<file path="config.mk">
export PLATFORM = sky130hd
export DESIGN_NAME = uart_tx_ctrl
export DESIGN_NICKNAME = d
export VERILOG_FILES = /design/src/rtl/uart_tx_ctrl.sv
export SDC_FILE = /design/constraint.sdc
export NUM_CORES = 1
export LEC_CHECK = 0
export BUFFER_PORTS_ARGS = -buffer_cell sky130_fd_sc_hd__buf_2
export CAP_MARGIN = 20
export CELL_PAD_IN_SITES_DETAIL_PLACEMENT = 0
export CELL_PAD_IN_SITES_GLOBAL_PLACEMENT = 2
export CORE_MARGIN = 4
export CORE_UTILIZATION = 32
export CTS_CLUSTER_DIAMETER = 100
export DETAILED_ROUTE_END_ITERATION = 8
export GPL_TIMING_DRIVEN = 1
export PLACE_DENSITY = 0.84
export SLEW_MARGIN = 20
export SYNTH_ARGS = -nofsm -noshare
export SYNTH_HDL_FRONTEND = slang
export SYNTH_SLANG_ARGS = --single-unit
</file>
<file path="constraint.sdc">
create_clock -name Clock -period 1.81 [get_ports Clock]
set_input_delay 0.4525 -clock Clock [delete_from_list [all_inputs] [get_ports Clock]]
set_output_delay 0.4525 -clock Clock [all_outputs]
set_load 0.02 [all_outputs]
</file>
<file path="src/rtl/uart_tx_ctrl.sv">
// rtl/uart_tx_ctrl.sv - UART transmit frame sequencer with baud-generator gating
// Optional second stop bit: define UART_TX_STOP2_EN.
module uart_tx_ctrl #(
  parameter int DataBits = 8
) (
  input  logic                Clock,
  input  logic                ResetN,
  input  logic [DataBits-1:0] DataIn,
  input  logic                Send,
  input  logic [1:0]          ParityType,
  output logic                Ready,
  input  logic                BaudTick,
  output logic                BaudEnable,
  output logic                BaudSyncN,
  output logic                TxOut,
  output logic                Busy,
  output logic                Done
);

  localparam int CntW = $clog2(DataBits);
  localparam logic [CntW-1:0] LastBit = CntW'(DataBits - 1);

  typedef enum logic [2:0] {
    IDLE,
    START,
    DATA,
    PARITY,
`ifdef UART_TX_STOP2_EN
    STOP2,
`endif
    STOP
  } state_t;

  state_t              state;
  logic [DataBits-1:0] shreg;
  logic [CntW-1:0]     bit_cnt;
  logic                par_bit;
  logic                par_en;
  logic                tick;
  logic                data_xor;

  // The tick landing while the baud counter is being cleared belongs to the old period.
  assign tick     = BaudTick & BaudSyncN;
  assign data_xor = ^DataIn;

  always_ff @(posedge Clock or negedge ResetN) begin
    if (!ResetN) begin
      state      <= IDLE;
      shreg      <= '0;
      bit_cnt    <= '0;
      par_bit    <= 1'b0;
      par_en     <= 1'b0;
      TxOut      <= 1'b1;
      Ready      <= 1'b1;
      Busy       <= 1'b0;
      Done       <= 1'b0;
      BaudEnable <= 1'b0;
      BaudSyncN  <= 1'b1;
    end else begin
      Done      <= 1'b0;
      BaudSyncN <= 1'b1;
      case (state)
        IDLE: begin
          if (Send && Ready) begin
            shreg      <= DataIn;
            par_en     <= ParityType[0] ^ ParityType[1];
            par_bit    <= (ParityType == 2'b01) ? ~data_xor : data_xor;
            bit_cnt    <= '0;
            TxOut      <= 1'b0;
            Ready      <= 1'b0;
            Busy       <= 1'b1;
            BaudEnable <= 1'b1;
            BaudSyncN  <= 1'b0;
            state      <= START;
          end
        end
        START: begin
          if (tick) begin
            TxOut   <= shreg[0];
            shreg   <= shreg >> 1;
            bit_cnt <= '0;
            state   <= DATA;
          end
        end
        DATA: begin
          if (tick) begin
            if (bit_cnt != LastBit) begin
              bit_cnt <= bit_cnt + 1'b1;
              TxOut   <= shreg[0];
              shreg   <= shreg >> 1;
            end else if (par_en) begin
              TxOut <= par_bit;
              state <= PARITY;
            end else begin
              TxOut <= 1'b1;
              state <= STOP;
            end
          end
        end
        PARITY: begin
          if (tick) begin
            TxOut <= 1'b1;
            state <= STOP;
          end
        end
`ifdef UART_TX_STOP2_EN
        STOP: begin
          if (tick) begin
            state <= STOP2;
          end
        end
        STOP2: begin
          if (tick) begin
            Done       <= 1'b1;
            Busy       <= 1'b0;
            Ready      <= 1'b1;
            BaudEnable <= 1'b0;
            state      <= IDLE;
          end
        end
`else
        STOP: begin
          if (tick) begin
            Done       <= 1'b1;
            Busy       <= 1'b0;
            Ready      <= 1'b1;
            BaudEnable <= 1'b0;
            state      <= IDLE;
          end
        end
`endif
        default: begin
          state <= IDLE;
        end
      endcase
    end
  end

endmodule

</file>
# [Word-level counts from Yosys, hierarchy flattened]
# Index checks and enable logic that the tools add are counted.
[classes] add_sub_neg=1 mul=0 div=0 order_cmp=0 eq_ne=13 n_shift=0 muxes=33 bitwise=3 reduce_logical=11
[op_table] operator="$mux 8" count=4
[op_table] operator="$mux 3" count=10
[op_table] operator="$pmux 8 s3" count=1
[op_table] operator="$pmux 3 s5" count=1
[op_table] operator="$ne 2x2->1 const B" count=7
[op_table] operator="$mux 1" count=13
[op_table] operator="$reduce_and 5->1" count=2
[op_table] operator="$pmux 3 s3" count=1
[op_table] operator="$reduce_xor 8->1" count=1
[op_table] operator="$eq 3x2->1 const B" count=2
[op_table] operator="$reduce_and 6->1" count=1
[op_table] operator="$pmux 1 s2" count=2
[op_table] operator="$pmux 1 s4" count=1
[op_table] operator="$reduce_bool 4->1" count=1
[op_table] operator="$add 3x1->3 const B" count=1
[op_table] operator="$eq 3x1->1 const B" count=1
[op_table] operator="$eq 3x3->1 const B" count=1
[op_table] operator="$logic_not 3->1" count=1
[op_table] operator="$ne 3x3->1 const B" count=1
[op_table] operator="$reduce_and 3->1" count=1
[op_table] operator="$reduce_bool 3->1" count=1
[op_table] operator="$eq 2x1->1 const B" count=1
[op_table] operator="$reduce_and 2->1" count=1
[op_table] operator="$reduce_bool 2->1" count=1
[op_table] operator="other kinds (4)" count=4
[totals] regBits=21 latch_bits=0 ram_bits=0 mem_bits_ro=0 input_bits=14 output_inout_bits=6 elab_cells=71 n_memories=0

# [Longest topological paths before layout]
# Gate-level depths: netlist (run 1).
[logic_depth] word_depth=4 ltp_mapped=7 depth_no_buf=6

# [Least setup slack after synthesis (run 1)]
# OpenSTA, ideal clock, no wires.
[synth_path] path_type="flip-flop to flip-flop" start="register bit_cnt[0]" end="register bit_cnt[0]" setup_ns=0.125 arrival_ns=1.657 setup_slack_ns=0.028 path_stages_with_launch=8 n_path_buf=1 period_less_slack_ns=1.782 path_cell_list="dfrtp_1 > ha_1 > ha_1 > nor2b_4 > a311oi_2 > nor3_2 > buf_6 > mux2_4"
[synth_via] elab_chain_cells=4 word_cells_on_any_way=7
[synth_rtl] item="from (decl)" line_no="36" rtl="logic [CntW-1:0] bit_cnt;"
[synth_rtl] item="from (signal assigned)" line_no="88" rtl="bit_cnt <= bit_cnt + 1'b1;"
[synth_rtl] item="$add 3x1->3" line_no="88"
[synth_rtl] item="$mux 3" line_no="87" rtl="if (bit_cnt != LastBit) begin"
[synth_rtl] item="$mux 3" line_no="86" rtl="if (tick) begin"
[synth_rtl] item="$pmux 3 s3" line_no="62" rtl="case (state)"
# Parallel ways exist; a longest one is shown, timed or not. The select of a mux whose other input is x is not followed.
# A chain may end at the register's enable or synchronous reset.

# [Worst setup path after layout (run 1)]
[layout_path] start="register bit_cnt[1]" end="register shreg[4]"
[layout_via] elab_chain_cells=3
[layout_rtl] item="$ne 3x3->1" line_no="87"
[layout_rtl] item="$ne 2x2->1 (no source line)"
[layout_rtl] item="$reduce_and 5->1 (no source line)"
[layout_rtl] item="to (signal assigned)" line_no="65" rtl="shreg <= DataIn;"
[layout_rtl] item="to (signal assigned)" line_no="80" rtl="shreg <= shreg >> 1;"
[layout_rtl] item="to (signal assigned)" line_no="90" rtl="shreg <= shreg >> 1;"
[layout_rtl] item="to (decl)" line_no="35" rtl="logic [DataBits-1:0] shreg;"
# No other way between the ends.

==> results of run 1 <==
==> worst max path at each step <==
stage / from / endpoint / cells after the start
after floorplan: bit_cnt[0]$_DFFE_PN0P_ / bit_cnt[0]$_DFFE_PN0P_ / 7
after global placement: bit_cnt[0]$_DFFE_PN0P_ / shreg[7]$_DFFE_PN0P_ / 7
after detailed placement: bit_cnt[0]$_DFFE_PN0P_ / shreg[7]$_DFFE_PN0P_ / 7
after CTS: bit_cnt[0]$_DFFE_PN0P_ / shreg[7]$_DFFE_PN0P_ / 7
after global routing: bit_cnt[1]$_DFFE_PN0P_ / bit_cnt[1]$_DFFE_PN0P_ / 8
final: bit_cnt[1]$_DFFE_PN0P_ / shreg[4]$_DFFE_PN0P_ / 7
==> layer usage <==
layer | wire, µm | up-vias | part of all wire | track usage
met5 | 0 | - | 0 | 0
met4 | 34 | 0 | 0.014 | 0.0404
met3 | 49 | 5 | 0.020 | 0.0275
met2 | 1290 | 4 | 0.52 | 0.168
met1 | 1100 | 415 | 0.44 | 0.137
li1 | - | 434 | - | -
==> registers in the layout (all words and copies together), names as in the netlist <==
register	count
shreg	8
bit_cnt	3
state	3
BaudSyncN	1
Busy	1
Done	1
Ready	1
TxOut	1
par_bit	1
par_en	1
==> cells in the final DEF (no fill, tap or decap) <==
master / netlist / routed
mux2i_2: 0 / 1
and3_1: 2 / 2
xnor3_1: 1 / 1
nor2b_4: 1 / 1
dfrtp_1: 18 / 18
buf_2: 1 / 19
inv_1: 5 / 5
mux2_4: 8 / 8
nor4_2: 1 / 1
or3_1: 1 / 1
nor2_1: 4 / 4
ha_4: 0 / 1
xor2_1: 1 / 1
nand3_1: 1 / 1
mux2_2: 9 / 9
o21ai_0: 3 / 3
nor3_2: 1 / 1
o31ai_1: 1 / 1
clkbuf_8: 0 / 3
o41ai_1: 1 / 1
dfstp_2: 3 / 3
nand2_1: 9 / 9
nor2_2: 2 / 2
mux2_1: 1 / 1
nor4_1: 1 / 1
o22a_1: 1 / 1
clkbuf_1: 2 / 1
mux2i_1: 2 / 1
xnor2_1: 6 / 6
a311oi_2: 1 / 1
buf_6: 2 / 2
nor2b_1: 2 / 2
ha_2: 0 / 1
nor3_1: 1 / 1
buf_4: 1 / 12
a31oi_1: 2 / 2
a21oi_1: 6 / 6
and2_1: 1 / 1
a221oi_1: 1 / 1
ha_1: 3 / 1
==> critical path: cells and delay by family (launching register included) <==
family | cells | cell delay [ns]
AOI/OAI and AO/OA | 1 | 0.04
adders and majority gates | 2 | 0.37
buffers and inverters | 1 | 0.20
DFF | 1 | 0.39
muxes | 1 | 0.30
and+or+nand+nor | 2 | 0.34
==> power by group <==
group / switching, mW / leakage [nW] / internal [mW]
clock network: 0.148 / 0.0228 / 0.157
registers: 0 / 0.272 / 0.469
logic: 0.0410 / 0.408 / 0.0449
total: 0.189 / 0.703 / 0.671
==> final cells by class <==
class | instances | area share
Multi-Input combinational cell | 74 | 0.430
Sequential cell | 21 | 0.350
Inverter | 5 | 0.0124
Clock buffer | 4 | 0.0298
Timing Repair Buffer | 33 | 0.137
Tap cell | 48 | 0.0397
==> through the flow <==
step / utilization / setup TNS, ns
5_1_grt: 0.410 / -0.0789
2_1_floorplan: - / 0
4_1_cts: 0.398 / 0
6_report: 0.410 / 0
3_5_place_dp: 0.382 / -0.172
3_3_place_gp: 0.382 / -0.00349
==> logic make-up (layout without fill, tap and decap cells) <==
family / count (synthesis) / in the layout / synth area share
buf+inv: 11 / 42 / 0.0502
mux: 20 / 20 / 0.207
compound gates: 16 / 16 / 0.0870
fa+ha+maj: 3 / 3 / 0.0307
flops: 21 / 21 / 0.433
xor+xnor: 8 / 8 / 0.0686
simple gates: 27 / 27 / 0.124
==> cells in the mapped netlist (all sizes together) <==
library cell / number
o31ai: 1
a311oi: 1
nor4: 2
xnor2: 6
xnor3: 1
dfstp: 3
o41ai: 1
or3: 1
o22a: 1
and2: 1
xor2: 1
nand3: 1
mux2: 18
nor2: 6
o21ai: 3
inv: 5
nand2: 9
and3: 2
a21oi: 6
nor3: 2
a221oi: 1
ha: 3
mux2i: 2
a31oi: 2
clkbuf: 2
dfrtp: 18
buf: 4
nor2b: 3
==> repair_timing <==
| action | in CTS | in global routing |
|---|---|---|
| setup buffers | 0 | 3 |
| resized for setup | 2 | 5 |
| gates cloned | 1 | 0 |
| pin swaps | 1 | 3 |
| setup endpoints to repair | 10 | 11 |
==> results.ini, run 1 <==
[status]
status=finished clean

[sta]
rsz0062_at_grt=yes
drv_slew=0
fmax_mhz=571
slew-limit-headroom=0.686
skew_ns=0.00401
timing.hold.ws_ns=0.139
fin_crit_sh=0.967
hold_viol_final=0
timing.final.crit_period_ns=1.75
setup_slack_ns=0.0600
setup_viol=0
worst_slew_pin_slew_ns=0.471

[yosys]
post_synth.cell_area_avg_um2=11.5
synth_area_leader_cell=dfrtp_1
synthCells=106
yosysWarnings=0
synth.distinct_cells=36
netlist_area_um2=1220
synth_fp_nets=123
synth_top_area_share=0.368
netlist_top_cells_area=dfrtp_1 37%, mux2_4 9.8%, mux2_2 8.3%
yosysSeqAreaShare=0.433
synth-seq-cells=21

[critical_path]
slowest_delay_ns=0.39
worstPathArrival_ns=1.90
regToRegEndpoint=shreg[4]$_DFFE_PN0P_
crit_path_start_kind=register
r2r-start=bit_cnt[1]$_DFFE_PN0P_
path_cells=ha_2, ha_4, nor2b_4, a311oi_2, nor3_2, buf_4, mux2_4
cpMaxStageDelayCell=dfrtp_1
rr_worst_depth=7
crit_required_ns=1.96
path_max_fanout=5
crit_type=register to register
rrSetupSlack_ns=0.06
endpoint_kind=register

[drt]
drc=0
num_vias=858
vias_per_cell=4.64
wl_mm=2.47
ant_nets=0
detail_route.first_pass.iterations=4
drt_iter0_drc=20
routedWlPerCell_um=13.3

[final_layout]
design_area_um2=1510
fin_nets=155
n_fill_cell=379
instances_no_fill=185
multi_input_area_um2=651
antenna_cells=0
drive_above_1_share=0.474
areaGrowthSynthToFinish_pct=23.6
seqCellArea_um2=529

[placed_design]
io_buffers=19
gp_congestion=0.780
place_inst=177
place_area_um2=1410
hpwl_mm=1.76
dp_slack_ns=-0.0532

[global_routing]
grt-ovfl-total=0
grt_pass1_vias=855
antenna_found_initial=0
grt_pass1_wl_mm=4.07
grt_start_max_net_pins=22
track_usage=0.106

[clock_network]
clock_latency_ns=0.26
clk_pin_slew_ns=0.07
htreeDepth=1
cts_tree=yes
cts_buffer_depth=2
cts_root_buf=clkbuf_8
cts_sinks=21
cts_buffers=3
holdBufCountCts=0

[die]
boundaryPins=20
num_rows=22
die_h_um=69.8
fp.coreArea_um2=3690
die-area_um2=4870
die_x_um=69.8
floorplan.initialDensity=0.331

[power]
cellPowerDensity_nw_per_um2=569
power_leakage_nw=0.703
irDropWorstVdd_v=0.000488
total_power_mw=0.860

[flow_run]
drv_cap=0

[worst_hold_path]
hp-class=input port to asynchronous set/reset pin

Power figures use the tool's default switching activity.
==> run 2: changes to the inputs <==
--- a/config.mk
+++ b/config.mk
@@ -11,6 +11,7 @@
 export CELL_PAD_IN_SITES_GLOBAL_PLACEMENT = 2
 export CORE_MARGIN = 4
 export CORE_UTILIZATION = 32
+export CTS_BUF_LIST = sky130_fd_sc_hd__clkbuf_16
 export CTS_CLUSTER_DIAMETER = 100
 export DETAILED_ROUTE_END_ITERATION = 8
 export GPL_TIMING_DRIVEN = 1
==> results.ini, run 2 (synthesized netlist as in run 1, its figures left out) <==
[critical_path]
endpoint_kind=register
path_max_fanout=5
rrSetupSlack_ns=0.04
r2r-start=bit_cnt[1]$_DFFE_PN0P_
crit_type=register to register
crit_path_start=bit_cnt[1]$_DFFE_PN0P_
crit_required_ns=1.95
crit_path_start_kind=register
worstPathArrival_ns=1.90

[drt]
detail_route.first_pass.iterations=4
drt_iter0_drc=22
vias_per_cell=4.63
wl_mm=2.47
ant_nets=0
num_vias=857
routedWlPerCell_um=13.4
drc=0

[final_layout]
seqCellArea_um2=529
areaGrowthSynthToFinish_pct=26.7
reg_top3=shreg (8), bit_cnt (3), state (3)
final_cell_mix=19 x buf_2, 18 x dfrtp_1, 12 x buf_4
layout_commonest_cell=buf_2
n_fill_cell=373
multi_input_area_um2=654
largest_reg_flops=8
antenna_cells=0
fin_nets=155
largest_register=shreg
drive_above_1_share=0.474
design_area_um2=1550

[global_routing]
grt_pass1_wl_mm=4.11
grt_start_max_net_pins=22
use_met2=0.169
track_usage=0.108
grt_pass1_vias=856
gr-usage-met1=0.139
busiest_layer=met2
antenna_found_initial=0
grt.met3_usage=0.0319
grt-ovfl-total=0

[sta]
hold_viol_final=0
fin_crit_sh=0.975
rsz0062_at_grt=yes
setup_viol=0
worst_slew_pin_slew_ns=0.472
timing.final.crit_period_ns=1.77
slew-limit-headroom=0.685
fmax_mhz=566
drv_slew=0
setup_slack_ns=0.0444
skew_ns=0.00263

[status]
status=finished clean

[clock_network]
cts_buffers=3
clock_latency_ns=0.25
cts_sinks=21
holdBufCountCts=0
cts_buffer_depth=2
cts_tree=yes
cts_root_buf=clkbuf_16
htreeDepth=1
clk_pin_slew_ns=0.06

[die]
die_x_um=69.8
num_rows=22
die_h_um=69.8
die-area_um2=4870
boundaryPins=20
floorplan.initialDensity=0.331
fp.coreArea_um2=3690

[power]
irDropWorstVdd_v=0.000596
cellPowerDensity_nw_per_um2=652
power_leakage_nw=0.723

[placed_design]
gp_congestion=0.780
place_area_um2=1410
dp_slack_ns=-0.0532
io_buffers=19
hpwl_mm=1.76

[flow_run]
drv_cap=0

[worst_hold_path]
hp-class=input port to asynchronous set/reset pin

-- run 2: cell type report --
| type | count | share of cell area |
|---|---|---|
| multi-input cells | 74 | 0.422 |
| well taps | 48 | 0.0388 |
| inverters | 5 | 0.0121 |
| flip-flops and latches | 21 | 0.342 |
| clock inverters | 1 | 0.00242 |
| repair buffers | 33 | 0.134 |
| clock buffers | 3 | 0.0485 |
-- run 2: critical path, cell delays in order, from the launching register on --
cell and delay (ns):
dfrtp_1 0.38, ha_2 0.20, ha_4 0.17, nor2b_4 0.10
a311oi_2 0.04, nor3_2 0.25, buf_4 0.21, mux2_4 0.30
-- run 2: worst paths after layout --
| kind | to | depth (start not counted) |
|---|---|---|
| worst max-delay path | shreg[4]$_DFFE_PN0P_ | 7 |
| min in group Clock | TxOut$_DFFE_PN1P_ | 2 |
| max in group asynchronous | TxOut$_DFFE_PN1P_ | 1 |
| worst min-delay path | shreg[1]$_DFFE_PN0P_ | 1 |
| worst min register to register | TxOut$_DFFE_PN1P_ | 2 |
| worst max register to register | shreg[4]$_DFFE_PN0P_ | 7 |
-- run 2: metrics by stage --
| stage | hold WS [ns] | TNS [ns] | power [mW] | std cells | util |
|---|---|---|---|---|---|
| 2_1_floorplan | 0.157 | 0 | 0.526 | 106 | - |
| 3_3_place_gp | 0.440 | -0.00349 | 0.564 | 177 | 0.382 |
| 3_5_place_dp | 0.437 | -0.172 | 0.566 | 177 | 0.382 |
| 4_1_cts | 0.169 | 0 | 1.03 | 182 | 0.407 |
| 5_1_grt | 0.201 | -0.0838 | 1.07 | 185 | 0.420 |
| 6_report | 0.153 | 0 | 1.01 | 185 | 0.420 |
-- run 2: what timing repair did --
action	CTS	global route
setup endpoints to repair	10	11
cloned	1	0
gates resized for setup	2	6
setup buffers	0	3
pin swaps	1	3
-- run 2: report_power, final --
group	internal [mW]	total, mW	leakage (nW)	switching [mW]
Sequential	0.470	0.470	0.272	0
Clock	0.294	0.455	0.0423	0.161
Combinational	0.0449	0.0860	0.409	0.0410
Total	0.809	1.01	0.723	0.202
-- run 2: layer usage --
layer | wire length (µm) | share of wire
met3 | 60 | 0.024
met2 | 1310 | 0.53
met4 | 23 | 0.0093
met5 | 0 | 0
met1 | 1080 | 0.44
